--- src/rtl/gfx_pkg.sv ---
// Shared graphics constants, FSM encoding and frame-address helper used by the
// terrain writer and the display-side address generators.
package gfx_pkg;

   localparam int SCREEN_W = 320;
   localparam int SCREEN_H = 240;
   localparam int ADDR_W   = 17;
   localparam int DATA_W   = 12;

   localparam logic [1:0] ST_IDLE  = 2'd0;
   localparam logic [1:0] ST_RUN   = 2'd1;
   localparam logic [1:0] ST_DRAIN = 2'd2;
   localparam logic [1:0] ST_DONE  = 2'd3;

   // Linear address of pixel (h, v) in a SCREEN_W-pitch memory; callers only
   // rely on the result when (h, v) lies inside the frame.
   function automatic logic [ADDR_W-1:0] xy_to_addr(input logic [10:0] h,
                                                    input logic [10:0] v);
      logic [31:0] a;
      a = 32'(h) + 32'(SCREEN_W) * 32'(v);
      return a[ADDR_W-1:0];
   endfunction

endpackage

--- src/rtl/rect_scan.sv ---
// Raster counter for a width x height window: x is the inner index, y the outer,
// with a flag raised on the final pixel.
module rect_scan (
   input  logic       clk,
   input  logic       rst_n,
   input  logic       clear,
   input  logic       en,
   input  logic [9:0] width,
   input  logic [9:0] height,
   output logic [9:0] x,
   output logic [9:0] y,
   output logic       last
);

   logic x_last;

   assign x_last = (x == width - 10'd1);
   assign last   = x_last && (y == height - 10'd1);

   always_ff @(posedge clk or negedge rst_n) begin
      if (!rst_n) begin
         x <= '0;
         y <= '0;
      end else if (clear) begin
         x <= '0;
         y <= '0;
      end else if (en) begin
         if (x_last) begin
            x <= '0;
            y <= y + 10'd1;
         end else begin
            x <= x + 10'd1;
         end
      end
   end

endmodule

--- src/rtl/terrain_writer.sv ---
// Rectangle copy engine: streams a source window into the 320x240 frame memory,
// clipping at the screen edge and optionally skipping a transparent colour.
module terrain_writer #(
   parameter int SCREEN_W = gfx_pkg::SCREEN_W,
   parameter int SCREEN_H = gfx_pkg::SCREEN_H,
   parameter int ADDR_W   = gfx_pkg::ADDR_W,
   parameter int DATA_W   = gfx_pkg::DATA_W
) (
   input  logic              clk,
   input  logic              rst_n,
   input  logic              start,
   input  logic [9:0]        src_h,
   input  logic [9:0]        src_v,
   input  logic [9:0]        dst_h,
   input  logic [9:0]        dst_v,
   input  logic [9:0]        width,
   input  logic [9:0]        height,
   input  logic              key_en,
   input  logic [DATA_W-1:0] key,
   output logic [ADDR_W-1:0] src_addr,
   input  logic [DATA_W-1:0] src_data,
   output logic              we,
   output logic [ADDR_W-1:0] waddr,
   output logic [DATA_W-1:0] wdata,
   output logic              busy,
   output logic              done
);

   import gfx_pkg::*;

   logic [1:0]        state;
   logic [9:0]        src_h_q, src_v_q, dst_h_q, dst_v_q, width_q, height_q;
   logic              key_en_q;
   logic [DATA_W-1:0] key_q;
   logic [9:0]        x, y;
   logic              last;
   logic              scan_clear, scan_en;
   logic [10:0]       sx, sy, dx, dy;
   logic              wr_valid, wr_in_range;
   logic [ADDR_W-1:0] waddr_q;

   assign scan_clear = (state == ST_IDLE);
   assign scan_en    = (state == ST_RUN);

   rect_scan u_scan (
      .clk    (clk),
      .rst_n  (rst_n),
      .clear  (scan_clear),
      .en     (scan_en),
      .width  (width_q),
      .height (height_q),
      .x      (x),
      .y      (y),
      .last   (last)
   );

   // 11-bit sums cannot wrap, so off-screen destinations compare correctly.
   assign sx = {1'b0, src_h_q} + {1'b0, x};
   assign sy = {1'b0, src_v_q} + {1'b0, y};
   assign dx = {1'b0, dst_h_q} + {1'b0, x};
   assign dy = {1'b0, dst_v_q} + {1'b0, y};

   assign src_addr = scan_en ? xy_to_addr(sx, sy) : '0;
   assign busy     = (state == ST_RUN) || (state == ST_DRAIN);
   assign done     = (state == ST_DONE);

   // The write stage pairs the delayed destination with the ROM output.
   assign we    = wr_valid && wr_in_range && !(key_en_q && (src_data == key_q));
   assign wdata = wr_valid ? src_data : '0;
   assign waddr = waddr_q;

   always_ff @(posedge clk or negedge rst_n) begin
      if (!rst_n) begin
         state    <= ST_IDLE;
         src_h_q  <= '0;
         src_v_q  <= '0;
         dst_h_q  <= '0;
         dst_v_q  <= '0;
         width_q  <= '0;
         height_q <= '0;
         key_en_q <= 1'b0;
         key_q    <= '0;
      end else begin
         case (state)
            ST_IDLE: begin
               if (start) begin
                  src_h_q  <= src_h;
                  src_v_q  <= src_v;
                  dst_h_q  <= dst_h;
                  dst_v_q  <= dst_v;
                  width_q  <= width;
                  height_q <= height;
                  key_en_q <= key_en;
                  key_q    <= key;
                  state    <= (width == 10'd0 || height == 10'd0) ? ST_DONE : ST_RUN;
               end
            end
            ST_RUN:   if (last) state <= ST_DRAIN;
            ST_DRAIN: state <= ST_DONE;
            default:  state <= ST_IDLE;
         endcase
      end
   end

   always_ff @(posedge clk or negedge rst_n) begin
      if (!rst_n) begin
         wr_valid    <= 1'b0;
         wr_in_range <= 1'b0;
         waddr_q     <= '0;
      end else begin
         wr_valid    <= scan_en;
         wr_in_range <= (dx < 11'(SCREEN_W)) && (dy < 11'(SCREEN_H));
         if (scan_en) waddr_q <= xy_to_addr(dx, dy);
      end
   end

endmodule

--- config.mk ---
export PLATFORM = sky130hd
export DESIGN_NAME = terrain_writer
export DESIGN_NICKNAME = d
export VERILOG_FILES = /design/src/rtl/gfx_pkg.sv /design/src/rtl/rect_scan.sv /design/src/rtl/terrain_writer.sv
export SDC_FILE = /design/constraint.sdc
export NUM_CORES = 1
export LEC_CHECK = 0
export CAP_MARGIN = 20
export CORE_MARGIN = 10
export CORE_UTILIZATION = 55
export CTS_CLUSTER_SIZE = 16
export DETAILED_ROUTE_END_ITERATION = 7
export MAX_ROUTING_LAYER = met4
export PLACE_DENSITY = 0.81
export SYNTH_ARGS = -nofsm -noshare
export SYNTH_HDL_FRONTEND = slang
export SYNTH_SLANG_ARGS = --single-unit
--- constraint.sdc ---
create_clock -name clk -period 6.9 [get_ports clk]
set_clock_uncertainty 0.05 [all_clocks]
set_input_delay 1.035 -clock clk [delete_from_list [all_inputs] [get_ports clk]]
set_output_delay 1.035 -clock clk [all_outputs]
set_load 0.02 [all_outputs]
==> reports/metrics.cfg <==
[pwr]
pwr-share-clk_pct=14.9
intPower_mw=3.17
p_sw_mw=2.54
p_leak_nw=4.87
power_frac_comb_pct=63.4
power.density_nw_per_um2=520
vdd_drop_max_mv=0.285
power_frac_seq_pct=21.7
sw_frac_of_total_pct=44.5

[worst_setup_path]
end_kind=output pin
startpoint_type=flop
worst_ep_arrival_time_ps=5270
cp.required_ps=5810
timing.rr.start=u_scan.y[0]
r2r_slack_ps=2380
worstSetupPathType=flop to output pin
rr_endpoint=waddr[16]
reg2reg_depth=18
crit_fanout=9

[sta]
max_clock_freq_mhz=157
min_period_ps=6360
slew_headroom_pct=33.9
grt_setup_unrepaired=false
setup_tns_ps=0
finalHoldViolations=0
tightest_slew_ps=992
maxSlewViolCount=0
fin_crit_sh_pct=92.2
setup_viol=0

[synth]
syn_area_per_cell_um2=9.75
netlist_top_cells_area=dfrtp_1, ha_1, mux2_2
ys.flop_type=dfrtp_1
async_reset_ff_share_pct=100
yosysWarnings=0
syn_nets=1091
synth_top_area_share_pct=32.3
synthDistinctLibCells=70
synth_seq_cells=114
synth_top_area_cell=dfrtp_1
seq_area_frac_synth_pct=32.3
synth_area_um2=8840
synth_edf_count=0
synth_cells=907

[finish]
final_cells=1271
antenna_cells=0
layout-drive-gt1-share_pct=13.4
area_growth_syn_to_layout_pct=24.2
fin_nets=1226
layout_commonest_cell=clkdlybuf4s50_1
final_cell_mix=clkdlybuf4s50_1, dfrtp_1, mux2_2

[global_routing]
grt_max_degree=74
grt_pass1_wl_um=35900
gr-total-overflow=0
grt_pass1_vias=7231
antenna_found_initial=0
grtUsageTotal_pct=20.9

[routing]
wl_per_cell_um=17.3
routed_via_density=5.75
antenna_left=0
drt-total-wl_um=22000
post-route-drc-count=0
num_vias=7304
drt-initial-drc-count=462
dr.pass1.iters=6

[clock_tree]
clkSinkCount=114
clock_latency_ps=420
root_buffer=clkbuf_16
cts.htree.levels=4
cts_tree=built
postCtsHoldBufs=0
clk_pin_slew_ps=60
clockBufferDepth=2
cts_buffers=17

[die]
core_area_um2=15800
io_pins=137
dieHeight_um=147
die_w_um=147
fp.dieArea_um2=21500
num_rows=46
start_util_pct=55.8

[place]
place_hpwl_um=16500
place_inst=1239
port_buffers=136
gp_routability_congestion=0.917

[run]
cap_viol_max_count=0

[min_path]
min_from=waddr[10]
min_path_cells=1
holdPathEnd=waddr[10]
hold_path_class=flop to flop

[run_status]
status=completed

## state kept, by name, indices dropped and copies added (netlist names)
signal	count
waddr	17
key_q	12
dst_h_q	10
dst_v_q	10
height_q	10
src_h_q	10
src_v_q	10
u_scan.x	10
u_scan.y	10
width_q	10
state	2
key_en_q	1
wr_in_range	1
wr_valid	1
## metal layers
layer  routed length, um  up-vias  global-route usage, %
met5                   0        -                      -
met3                1160       35                   3.90
met2               10600      204                   33.5
li1                    -     3559                      -
met1                9880     3506                   26.3
met4                 388        0                   6.56
## critical path, cell delays in order, from the launching register on
cell,delay (ps)
dfrtp_1,490
ha_1,230
inv_1,60
fa_1,400
nor2b_1,160
o31a_1,200
o211ai_1,150
a21boi_1,200
nor2_1,80
ha_1,300
ha_1,400
or4b_2,700
nand3_1,130
nand4_1,110
nor3_1,270
xnor2_1,180
mux2i_1,200
clkdlybuf4s50_1,620
## logic make-up after synthesis
group                      Yosys count  share of synthesized area (%)
AOI/OAI and AO/OA                  185                           14.3
xor gates and xnor gates            79                           7.83
adders and majority gates           96                           14.5
buffers and inverters               84                           3.68
DFF                                114                           32.3
muxes                               91                           11.5
and+or+nand+nor                    258                           15.9
## worst max path at each step
stage | start | end | slack [ps] | cells past startpoint
5_1_grt | u_scan.y[0] | src_addr[16] | 80 | 17
3_5_place_dp | u_scan.y[0] | src_addr[16] | 910 | 17
3_3_place_gp | u_scan.y[0] | src_addr[16] | 1020 | 17
6_report | u_scan.y[0] | src_addr[16] | 540 | 17
2_1_floorplan | u_scan.y[0] | src_addr[16] | 1580 | 17
4_1_cts | u_scan.y[0] | src_addr[16] | 460 | 17
## cells in the mapped netlist, types with 5 or more instances
| master | number |
|---|---|
| clkbuf_1 | 17 |
| nand2b_1 | 18 |
| a21oi_1 | 46 |
| o21a_1 | 9 |
| o31ai_1 | 9 |
| nand2_1 | 38 |
| o211ai_1 | 9 |
| a21o_1 | 18 |
| o21bai_1 | 5 |
| inv_1 | 60 |
| nor2_1 | 52 |
| nand3_1 | 22 |
| nor4b_1 | 5 |
| nor4_1 | 10 |
| nor3_1 | 17 |
| nor2b_1 | 20 |
| nor3b_1 | 6 |
| nand3b_1 | 6 |
| or2_2 | 6 |
| ha_1 | 85 |
| and3_1 | 8 |
| or4_1 | 6 |
| mux2i_1 | 5 |
| and2_1 | 18 |
| fa_1 | 11 |
| xnor2_1 | 41 |
| o21ai_0 | 35 |
| xor2_1 | 38 |
| or3_1 | 9 |
| a211oi_1 | 7 |
| nand4_1 | 7 |
| dfrtp_1 | 114 |
| mux2_2 | 86 |
## power by group through the flow
stage          Sequential [mW]  Combinational [mW]  Clock (mW)
2_1_floorplan             1.20                2.71           0
3_3_place_gp              1.23                3.51           0
3_5_place_dp              1.24                3.59           0
4_1_cts                   1.23                3.64       0.862
5_1_grt                   1.28                4.04       0.895
6_report                  1.24                3.62       0.852
## per-stage QoR
| step | setup slack [ps] | power (mW) | instance area [um2] | util [%] | hold WS [ps] |
|---|---|---|---|---|---|
| 6_report | 541 | 5.71 | 11000 | 69.4 | 438 |
| 5_1_grt | 79.0 | 6.21 | 11000 | 69.4 | 464 |
| 4_1_cts | 455 | 5.73 | 11000 | 69.4 | 440 |
| 3_5_place_dp | 912 | 4.83 | 10400 | 65.7 | 426 |
| 3_3_place_gp | 1020 | 4.74 | 10400 | 65.7 | 417 |
| 2_1_floorplan | 1580 | 3.91 | 8840 | - | 428 |
## repair_timing
item	4_1_cts	5_1_grt
endpoints found under the setup margin	0	1
setup buffers	0	0
resized for setup	0	1
## cell type report
| class | count | area, um2 |
|---|---|---|
| flip-flops and latches | 114 | 2850 |
| inverters | 61 | 229 |
| fillers | 1168 | 4850 |
| multi-input cells | 709 | 5670 |
| clock inverters | 15 | 150 |
| well taps | 216 | 270 |
| repair buffers | 139 | 1380 |
| clock buffers | 17 | 425 |
Note: power is estimated with default switching activity, not from simulation.
